[src/rtl/conv3x3_engine_pkg.sv]
`default_nettype none
// ============================================================================
// Module   : conv_pkg
// Purpose  : Shared mode encodings, FSM states and frame defaults for the
//            3x3 convolution engine.
// Revision : 1.0
// ============================================================================
package conv_pkg;

  localparam int IMG_W_DEFAULT = 256;
  localparam int IMG_H_DEFAULT = 32;

  localparam logic MODE_GAUSS = 1'b0;
  localparam logic MODE_SHARP = 1'b1;

  typedef enum logic [1:0] {
    IDLE  = 2'd0,
    READ  = 2'd1,
    DRAIN = 2'd2,
    DONE  = 2'd3
  } state_t;

  function automatic logic [7:0] sat_u8(input logic signed [11:0] v);
    logic [7:0] r;
    if (v < 12'sd0) begin
      r = 8'd0;
    end else if (v > 12'sd255) begin
      r = 8'hFF;
    end else begin
      r = v[7:0];
    end
    return r;
  endfunction

endpackage
`default_nettype wire

[src/rtl/conv3x3_engine_if.sv]
`default_nettype none
// ============================================================================
// Module   : conv3x3_engine_if
// Purpose  : Control, window-read and pixel-write signals of the engine.
// Revision : 1.0
// ============================================================================
interface conv3x3_engine_if;
  logic       start;
  logic       mode;
  logic       rd;
  logic [7:0] pixelr1;
  logic [7:0] pixelr2;
  logic [7:0] pixelr3;
  logic [7:0] pixelr4;
  logic [7:0] pixelr5;
  logic [7:0] pixelr6;
  logic [7:0] pixelr7;
  logic [7:0] pixelr8;
  logic [7:0] pixelr9;
  logic [7:0] pixelw;
  logic       wr;
  logic       busy;
  logic       done;

  modport slave (
    input  start, mode,
    input  pixelr1, pixelr2, pixelr3, pixelr4, pixelr5,
    input  pixelr6, pixelr7, pixelr8, pixelr9,
    output rd, pixelw, wr, busy, done
  );

  modport master (
    output start, mode,
    output pixelr1, pixelr2, pixelr3, pixelr4, pixelr5,
    output pixelr6, pixelr7, pixelr8, pixelr9,
    input  rd, pixelw, wr, busy, done
  );
endinterface
`default_nettype wire

[src/rtl/conv3x3_engine_datapath.sv]
`default_nettype none
// ============================================================================
// Module   : conv3x3_datapath
// Purpose  : Three-stage kernel pipeline (row sums, total, normalise).
// Revision : 1.0
// ============================================================================
module conv3x3_datapath
  import conv_pkg::*;
(
  input  logic            clk,
  input  logic            rst_n,
  input  logic            rd_i,
  input  logic            mode_i,
  input  logic [8:0][7:0] win_i,
  output logic [7:0]      pixelw_o,
  output logic            wr_o,
  output logic            busy_o
);

  logic        win_vld_q;
  logic        s1_vld_q;
  logic        s2_vld_q;
  logic        wr_q;
  logic [10:0] s1_a_q, s1_a_d;
  logic [10:0] s1_b_q, s1_b_d;
  logic [9:0]  s1_c_q, s1_c_d;
  logic [11:0] s2_sum_q, s2_sum_d;
  logic [7:0]  pixelw_q, pixelw_d;

  // Gaussian: a/b/c are the three weighted rows. Sharpen: a = 5*centre, b = 4-neighbour sum.
  always_comb begin
    s1_a_d = '0;
    s1_b_d = '0;
    s1_c_d = '0;
    if (mode_i == MODE_GAUSS) begin
      s1_a_d = 11'(win_i[0]) + 11'({win_i[1], 1'b0}) + 11'(win_i[2]);
      s1_b_d = 11'({win_i[3], 1'b0}) + 11'({win_i[4], 2'b00}) + 11'({win_i[5], 1'b0});
      s1_c_d = 10'(win_i[6]) + 10'({win_i[7], 1'b0}) + 10'(win_i[8]);
    end else begin
      s1_a_d = 11'({win_i[4], 2'b00}) + 11'(win_i[4]);
      s1_b_d = 11'(win_i[1]) + 11'(win_i[3]) + 11'(win_i[5]) + 11'(win_i[7]);
    end
  end

  always_comb begin
    s2_sum_d = '0;
    if (mode_i == MODE_GAUSS) begin
      s2_sum_d = 12'(s1_a_q) + 12'(s1_b_q) + 12'(s1_c_q);
    end else begin
      s2_sum_d = 12'(s1_a_q) - 12'(s1_b_q);
    end
  end

  // Gaussian total tops out at 4080, so the rounded shift never exceeds 255.
  always_comb begin
    pixelw_d = '0;
    if (mode_i == MODE_GAUSS) begin
      pixelw_d = 8'((s2_sum_q + 12'd8) >> 4);
    end else begin
      pixelw_d = sat_u8($signed(s2_sum_q));
    end
  end

  always_ff @(posedge clk or negedge rst_n) begin
    if (!rst_n) begin
      win_vld_q <= 1'b0;
      s1_vld_q  <= 1'b0;
      s2_vld_q  <= 1'b0;
      wr_q      <= 1'b0;
      s1_a_q    <= '0;
      s1_b_q    <= '0;
      s1_c_q    <= '0;
      s2_sum_q  <= '0;
      pixelw_q  <= '0;
    end else begin
      win_vld_q <= rd_i;
      s1_vld_q  <= win_vld_q;
      s2_vld_q  <= s1_vld_q;
      wr_q      <= s2_vld_q;
      if (win_vld_q) begin
        s1_a_q <= s1_a_d;
        s1_b_q <= s1_b_d;
        s1_c_q <= s1_c_d;
      end
      if (s1_vld_q) begin
        s2_sum_q <= s2_sum_d;
      end
      if (s2_vld_q) begin
        pixelw_q <= pixelw_d;
      end
    end
  end

  assign pixelw_o = pixelw_q;
  assign wr_o     = wr_q;
  assign busy_o   = win_vld_q | s1_vld_q | s2_vld_q;

endmodule
`default_nettype wire

[src/rtl/conv3x3_engine.sv]
`default_nettype none
// ============================================================================
// Module   : conv3x3_engine
// Purpose  : Frame sequencer: issues window reads, runs the kernel pipeline.
// Revision : 1.0
// ============================================================================
module conv3x3_engine
  import conv_pkg::*;
#(
  parameter int IMG_W = IMG_W_DEFAULT,
  parameter int IMG_H = IMG_H_DEFAULT,
  parameter int CNT_W = 14
) (
  input  logic            clk,
  input  logic            rst_n,
  conv3x3_engine_if.slave eng_if
);

  localparam int               N_PIX    = IMG_W * IMG_H;
  localparam logic [CNT_W-1:0] LAST_IDX = CNT_W'(N_PIX - 1);

  state_t           state_q;
  logic [CNT_W-1:0] cnt_q;
  logic             rd_q;
  logic             busy_q;
  logic             done_q;
  logic             mode_q;

  logic [8:0][7:0]  w_win;
  logic [7:0]       w_pixelw;
  logic             w_wr;
  logic             w_pipe_busy;

  assign w_win[0] = eng_if.pixelr1;
  assign w_win[1] = eng_if.pixelr2;
  assign w_win[2] = eng_if.pixelr3;
  assign w_win[3] = eng_if.pixelr4;
  assign w_win[4] = eng_if.pixelr5;
  assign w_win[5] = eng_if.pixelr6;
  assign w_win[6] = eng_if.pixelr7;
  assign w_win[7] = eng_if.pixelr8;
  assign w_win[8] = eng_if.pixelr9;

  // DRAIN leaves once only the output stage can still be valid, so done lands right after the last wr.
  always_ff @(posedge clk or negedge rst_n) begin
    if (!rst_n) begin
      state_q <= IDLE;
      cnt_q   <= '0;
      rd_q    <= 1'b0;
      busy_q  <= 1'b0;
      done_q  <= 1'b0;
      mode_q  <= MODE_GAUSS;
    end else begin
      case (state_q)
        IDLE: begin
          done_q <= 1'b0;
          if (eng_if.start) begin
            mode_q  <= eng_if.mode;
            cnt_q   <= '0;
            rd_q    <= 1'b1;
            busy_q  <= 1'b1;
            state_q <= READ;
          end
        end
        READ: begin
          if (cnt_q == LAST_IDX) begin
            cnt_q   <= '0;
            rd_q    <= 1'b0;
            state_q <= DRAIN;
          end else begin
            cnt_q <= cnt_q + 1'b1;
          end
        end
        DRAIN: begin
          if (!w_pipe_busy) begin
            done_q  <= 1'b1;
            state_q <= DONE;
          end
        end
        DONE: begin
          done_q  <= 1'b0;
          busy_q  <= 1'b0;
          state_q <= IDLE;
        end
        default: begin
          state_q <= IDLE;
        end
      endcase
    end
  end

  conv3x3_datapath u_datapath (
    .clk      (clk),
    .rst_n    (rst_n),
    .rd_i     (rd_q),
    .mode_i   (mode_q),
    .win_i    (w_win),
    .pixelw_o (w_pixelw),
    .wr_o     (w_wr),
    .busy_o   (w_pipe_busy)
  );

  assign eng_if.rd     = rd_q;
  assign eng_if.pixelw = w_pixelw;
  assign eng_if.wr     = w_wr;
  assign eng_if.busy   = busy_q;
  assign eng_if.done   = done_q;

endmodule
`default_nettype wire

[src/flat_wrapper.sv]
// flat-port wrapper written by rule: the top's interface ports become plain ports
module conv3x3_engine_flat import conv_pkg::*;
#(
  parameter int IMG_W = IMG_W_DEFAULT,
  parameter int IMG_H = IMG_H_DEFAULT,
  parameter int CNT_W = 14
)
  (clk, rst_n, eng_if_start, eng_if_mode, eng_if_pixelr1, eng_if_pixelr2, eng_if_pixelr3, eng_if_pixelr4, eng_if_pixelr5, eng_if_pixelr6, eng_if_pixelr7, eng_if_pixelr8, eng_if_pixelr9, eng_if_rd, eng_if_pixelw, eng_if_wr, eng_if_busy, eng_if_done);
  conv3x3_engine_if eng_if_i ();
  input  logic clk;
  input  logic rst_n;
  input wire logic [$bits(eng_if_i.start)-1:0] eng_if_start;
  input wire logic [$bits(eng_if_i.mode)-1:0] eng_if_mode;
  input wire logic [$bits(eng_if_i.pixelr1)-1:0] eng_if_pixelr1;
  input wire logic [$bits(eng_if_i.pixelr2)-1:0] eng_if_pixelr2;
  input wire logic [$bits(eng_if_i.pixelr3)-1:0] eng_if_pixelr3;
  input wire logic [$bits(eng_if_i.pixelr4)-1:0] eng_if_pixelr4;
  input wire logic [$bits(eng_if_i.pixelr5)-1:0] eng_if_pixelr5;
  input wire logic [$bits(eng_if_i.pixelr6)-1:0] eng_if_pixelr6;
  input wire logic [$bits(eng_if_i.pixelr7)-1:0] eng_if_pixelr7;
  input wire logic [$bits(eng_if_i.pixelr8)-1:0] eng_if_pixelr8;
  input wire logic [$bits(eng_if_i.pixelr9)-1:0] eng_if_pixelr9;
  output wire logic [$bits(eng_if_i.rd)-1:0] eng_if_rd;
  output wire logic [$bits(eng_if_i.pixelw)-1:0] eng_if_pixelw;
  output wire logic [$bits(eng_if_i.wr)-1:0] eng_if_wr;
  output wire logic [$bits(eng_if_i.busy)-1:0] eng_if_busy;
  output wire logic [$bits(eng_if_i.done)-1:0] eng_if_done;
  assign eng_if_i.start = eng_if_start;
  assign eng_if_i.mode = eng_if_mode;
  assign eng_if_i.pixelr1 = eng_if_pixelr1;
  assign eng_if_i.pixelr2 = eng_if_pixelr2;
  assign eng_if_i.pixelr3 = eng_if_pixelr3;
  assign eng_if_i.pixelr4 = eng_if_pixelr4;
  assign eng_if_i.pixelr5 = eng_if_pixelr5;
  assign eng_if_i.pixelr6 = eng_if_pixelr6;
  assign eng_if_i.pixelr7 = eng_if_pixelr7;
  assign eng_if_i.pixelr8 = eng_if_pixelr8;
  assign eng_if_i.pixelr9 = eng_if_pixelr9;
  assign eng_if_rd = eng_if_i.rd;
  assign eng_if_pixelw = eng_if_i.pixelw;
  assign eng_if_wr = eng_if_i.wr;
  assign eng_if_busy = eng_if_i.busy;
  assign eng_if_done = eng_if_i.done;
  conv3x3_engine #(.IMG_W(IMG_W), .IMG_H(IMG_H), .CNT_W(CNT_W)) u_core (.clk(clk), .rst_n(rst_n), .eng_if(eng_if_i));
endmodule
[config.mk]
export PLATFORM = sky130hd
export DESIGN_NAME = conv3x3_engine_flat
export DESIGN_NICKNAME = d
export VERILOG_FILES = /design/src/rtl/conv3x3_engine_pkg.sv /design/src/rtl/conv3x3_engine_if.sv /design/src/rtl/conv3x3_engine_datapath.sv /design/src/rtl/conv3x3_engine.sv /design/src/flat_wrapper.sv
export SDC_FILE = /design/constraint.sdc
export NUM_CORES = 1
export LEC_CHECK = 0
export CORE_UTILIZATION = 63
export CTS_BUF_LIST = sky130_fd_sc_hd__clkbuf_4
export DETAILED_ROUTE_END_ITERATION = 10
export GPL_ROUTABILITY_DRIVEN = 0
export PLACE_DENSITY = 0.89
export SKIP_CTS_REPAIR_TIMING = 1
export SLEW_MARGIN = 20
export SYNTH_ARGS = -nofsm -noshare
export SYNTH_HDL_FRONTEND = slang
export SYNTH_SLANG_ARGS = --single-unit
[constraint.sdc]
create_clock -name clk -period 3.9 [get_ports clk]
set_input_delay 0.78 -clock clk [delete_from_list [all_inputs] [get_ports clk]]
set_output_delay 0.78 -clock clk [all_outputs]
set_load 0.01 [all_outputs]
# Word-level counts from Yosys, hierarchy flattened
# Cells that the tools add are included.
# classes
n_addsub,15
order_cmp,2
eq_ne,7
n_mux,20
bitwise_logic,2
n_reduce_logical,11
# op_table
op,n
$add A10 B8 Y11,3
$mux W14,2
$pmux W14 S2,1
$mux W8,3
$mux W11,2
$add A8 B9 Y10,2
$add A14 B1 Y14 const B,1
$eq A14 B13 Y1 const B,1
$add A11 B11 Y12,1
$add A12 B10 Y12,1
$add A12 B4 Y12 const B,1
$gt A12 B9 Y1 const B,1
$lt A12 B1 Y1 const B,1
$mux W12,1
$sub A11 B11 Y12,1
$add A11 B9 Y11,1
$add A9 B10 Y11,1
$add A10 B8 Y10,1
$add A9 B8 Y10,1
$mux W10,1
$add A8 B8 Y9,1
$pmux W2 S4,1
$reduce_and A2 Y1,4
$mux W2,3
11 further kinds,21
# word_totals
ff_bits,76
inputBits,76
output_inout_bits,12
elab_cells,72

# Longest topological paths before layout
# logic_depth
ltp_word,4
depth_mapped,12
depth_no_buf,12

# By module
# From an unflattened synthesis, not the netlist that was laid out.
# hier_totals
cells_unflattened,758
hier_area_um2,7160.6
# modules_own_cells
mod,instances,cells_each,area_per_inst_um2,seq_area_each_um2
conv3x3_datapath,1,635,6004.5,1401.3
conv3x3_engine,1,123,1156.1,500.5

# Least setup slack after synthesis
# OpenSTA, ideal clock, no wires.
# synth_path
path_kind,input -> register
from,in eng_if_pixelr8[1]
to,reg u_core.u_datapath.s1_b_q[9]
setup_ns,0.124
t_arrival_ns,3.329
t_required_ns,3.776
path_slack_ns,0.447
stages,12
path_buffers,0
path_cell_list,inv_1 > fa_1 > inv_1 > fa_1 > ha_1 > fa_1 > a21o_1 > a21oi_1 > o21ai_0 > nand3_1 > a21oi_1 > a211o_1
# synth_between
elab_chain_len,2
# synth_lines
item,line,rtl
"start, declared",flat_wrapper.sv:21,input wire logic [$bits(eng_if_i.pixelr8)-1:0] eng_if_pixelr8;
$add A10 B8 Y11,conv3x3_engine_datapath.sv:41,s1_b_d = 11'(win_i[1]) + 11'(win_i[3]) + 11'(win_i[5]) + 11'(win_i[7]);
$mux W11,conv3x3_engine_datapath.sv:35,if (mode_i == MODE_GAUSS) begin
"end signal, assigned",conv3x3_engine_datapath.sv:71,s1_b_q <= '0;
"end signal, assigned",conv3x3_engine_datapath.sv:82,s1_b_q <= s1_b_d;
"end, declared",conv3x3_engine_datapath.sv:25,"logic [10:0] s1_b_q, s1_b_d;"
# Every way passes these cells.
# A chain may end at the register's enable or synchronous reset.

# Final worst setup path
# Same ends and word-level chain as after synthesis.

==> impl_metrics.csv <==
group,metric,value,unit
critical_path,cp.required,4260,ps
critical_path,rr_worst_depth,9,
timing,final_max_slew_viol_count,0,
power,clkPwrFrac,0.088,
timing,setup_viol,0,
finish,num-fill-cells,734,
detailed_routing,drtIter0Drc,409,
yosys,avgSynthCellArea,9.30,um2
timing,tightest_slew,974,ps
critical_path,path_cells,"clkdlybuf4s50_1 > inv_1 > fa_1 > inv_1 > fa_1 > ha_1 > fa_1 > a21o_1 > a21oi_1 > o21ai_1 > nand3_1 > a21oi_1 > a211o_1",
timing,max-slew-margin-rel,0.351,
power,p_per_area,817,nW/um2
detailed_routing,top_layer,"met4",
critical_path,crit_slowest_cell,"fa_1",
critical_path,arrival,4100,ps
yosys,yosysSeqAreaShare,0.272,
detailed_routing,drt-total-wl,17400,um
floorplanning,die_h,107,um
detailed_routing,wl_met1,6880,um
power,switchingPower,3.26,mW
yosys,synthFlopType,"dfrtp_1",
detailed_routing,routedWlPerCell,17.7,um
finish,insertedDiodeCount,0,
finish,layout-drive-gt1-share,0.0475,
place,place_hpwl,13500,um
detailed_routing,drcViolationCount,0,
critical_path,cp-start-kind,"input pin",
grt,antenna_found_initial,0,
critical_path,path_class,"input pin to register",
power,ir_drop,0.000643,V
grt,grtUsageTotal,0.313,
hold_path,hold_depth,0,
critical_path,crit_top_cell,"fa_1",
status,status,"finished clean",
grt,grt_pass1_wl,28100,um
critical_path,worstPathBufferInverterCount,3,
power,p_int,3.43,mW
hold_path,hp-class,"register to register",
critical_path,cpLargestDelayFamily,"adder cells",
floorplanning,core,10800,um2
clocking,htree_levels,3,
timing,hold_viol,0,
clocking,cts_root_buffer,"clkbuf_4",
grt,grt_pass1_vias,6190,
timing,skew,21.0,ps
yosys,synth_cell_types,62,
clocking,cts.sinks,76,
floorplanning,fp.dieArea,11500,um2
critical_path,end_kind,"register",
finish,area_delta_synth_final,17.2,%
detailed_routing,via_per_inst,6.14,
power,p_leak,3.78,nW
place,post-place-ws,-345,ps
timing,fmax,267,MHz
yosys,synth_seq_cells,76,
yosys,synth_cells,752,
yosys,async_flop_share,1.00,
clocking,clk_latency,460,ps
timing,min_period,3740,ps
timing,timing.final.crit_share,0.959,
detailed_routing,dr_wl_met3,1110,um
detailed_routing,vias,6029,
detailed_routing,met2_length,8780,um
timing,timing.hold.ws,410,ps
critical_path,max_stage_delay,530,ps
power,power_frac_comb,0.691,
clocking,clk_pin_slew,140,ps
timing,worst_slack,160,ps
floorplanning,die_x,107,um
detailed_routing,ant_nets,0,
place,io_buffers,87,
clocking,tritoncts,"done",
run,maxCapViolCount,0,
timing,grt_setup_unrepaired,"no",
floorplanning,row_count,38,
floorplanning,boundaryPins,88,
grt,overflow,0,
power,sw_frac_of_total,0.487,
grt,grt_max_degree,77,
clocking,numCtsBuffers,9,
yosys,ys_warn_count,0,
timing,setup_tns,0,ps
power,pwr-share-seq,0.221,
floorplanning,start_util,0.645,
critical_path,path_max_fanout,2,
yosys,synth_edf_count,0,
yosys,syn_area,6990,um2
critical_path,path_depth,13,
detailed_routing,firstDrtPassIters,6,
clocking,cts_buffer_depth,2,
yosys,synth_nets,951,
finish,nNetsFinal,1036,
## stage by stage
step                      utilization  instance area [um2]  cells  total power [mW]
after floorplan                     -                 6990    752              4.80
after global placement          0.740                 8020    966              5.70
after detailed placement        0.740                 8020    966              5.96
after CTS                       0.756                 8200    982              6.58
after global routing            0.756                 8200    982              7.21
final                           0.756                 8200    982              6.69
## synth_stat cells (all sizes together), types with 5 or more instances
master | n | area, um2
nor2 | 64 | 243
fa | 53 | 1060
nand2b | 8 | 50.1
nand3 | 17 | 85.1
inv | 91 | 342
xnor2 | 22 | 193
nand2 | 29 | 109
dfrtp | 76 | 1900
clkbuf | 18 | 67.6
nor2b | 13 | 81.3
a31oi | 7 | 43.8
o211ai | 10 | 75.1
mux2i | 8 | 80.1
o21ai | 53 | 265
nand4 | 6 | 43.8
a21oi | 52 | 264
nor3 | 15 | 75.1
a211oi | 7 | 52.6
xor2 | 26 | 228
ha | 70 | 876
or3 | 7 | 43.8
o21a | 12 | 90.1
mux2 | 8 | 90.1
a21o | 14 | 105
o21bai | 5 | 37.5
## flip-flops by register name, summed over array words and instances, names as in the netlist
register / count
u_core.u_datapath.win_vld_q: 1
u_core.mode_q: 1
u_core.eng_if.rd: 1
u_core.u_datapath.wr_o: 1
u_core.cnt_q: 14
u_core.state_q: 2
u_core.u_datapath.s1_b_q: 11
u_core.u_datapath.s1_c_q: 10
u_core.u_datapath.s2_sum_q: 12
u_core.u_datapath.s2_vld_q: 1
u_core.u_datapath.pixelw_o: 8
u_core.u_datapath.s1_vld_q: 1
u_core.eng_if.done: 1
u_core.u_datapath.s1_a_q: 11
u_core.eng_if.busy: 1
## power by group through the flow
stage | clock [mW] | sequential, mW | combinational [mW]
2_1_floorplan | 0 | 1.38 | 3.41
3_3_place_gp | 0 | 1.47 | 4.24
3_5_place_dp | 0 | 1.49 | 4.47
4_1_cts | 0.593 | 1.47 | 4.52
5_1_grt | 0.638 | 1.52 | 5.05
6_report | 0.590 | 1.48 | 4.62
## cell families after synthesis
family / synth area share
adder cells (fa/ha/maj): 0.277
multiplexers: 0.0243
buffers and inverters: 0.0615
AO/OA/AOI/OAI: 0.190
flip-flops: 0.272
AND/OR/NAND/NOR: 0.115
XOR/XNOR: 0.0601
## cells in the final DEF, fill, tap and decap left out, types with 3 or more instances in the layout
master	synthesis	final
and3_1	3	3
o21a_1	12	12
nand2b_1	8	8
inv_1	91	91
dfrtp_1	76	76
a211oi_1	7	7
o31ai_1	4	4
o221ai_1	4	4
a31oi_1	7	7
o211ai_1	10	10
o21bai_1	5	5
fa_1	53	53
clkdlybuf4s50_1	0	86
xnor2_1	22	22
o21ai_0	53	51
o22ai_1	4	4
a21o_1	14	14
o2bb2ai_1	4	4
ha_1	70	70
nor2_1	63	63
mux2_2	7	7
clkbuf_4	0	9
a2111oi_0	3	3
nand4_1	5	5
buf_4	0	10
mux2i_1	8	8
nand2_1	29	29
o32ai_1	4	4
nor2b_1	13	13
nand3_1	17	17
nor3_1	15	15
xor2_1	26	26
a21oi_1	51	51
a211o_1	3	3
or3_1	7	7
## path summary, 6_finish.rpt
| check | slack, ps | from | end |
|---|---|---|---|
| worst max-delay path | 160 | eng_if_pixelr8[1] | u_core.u_datapath.s1_b_q[9] |
| worst min-delay path | 410 | u_core.u_datapath.win_vld_q | u_core.u_datapath.s1_vld_q |
| worst max register to register | 830 | u_core.u_datapath.s1_a_q[1] | u_core.u_datapath.s2_sum_q[11] |
| worst min register to register | 410 | u_core.u_datapath.win_vld_q | u_core.u_datapath.s1_vld_q |
| max in group asynchronous | 2790 | rst_n | u_core.u_datapath.s1_c_q[1] |
| min in group asynchronous | 450 | rst_n | u_core.u_datapath.s2_sum_q[8] |
## per-layer routing
metal / global-route usage / vias to the layer above
li1: - / 2785
met5: 0 / -
met4: 0.131 / 0
met3: 0.0599 / 64
met1: 0.379 / 2939
met2: 0.545 / 241
## layout make-up
class | count | area, um2 | share of cell area
tap | 140 | 175 | 0.0214
multi-input combinational | 562 | 4660 | 0.569
clock inverter | 7 | 108 | 0.0131
inverter | 92 | 345 | 0.0421
timing repair buffer | 96 | 936 | 0.114
sequential | 76 | 1900 | 0.232
clock buffer | 9 | 67.6 | 0.00824
(Power assumes the default switching activity.)
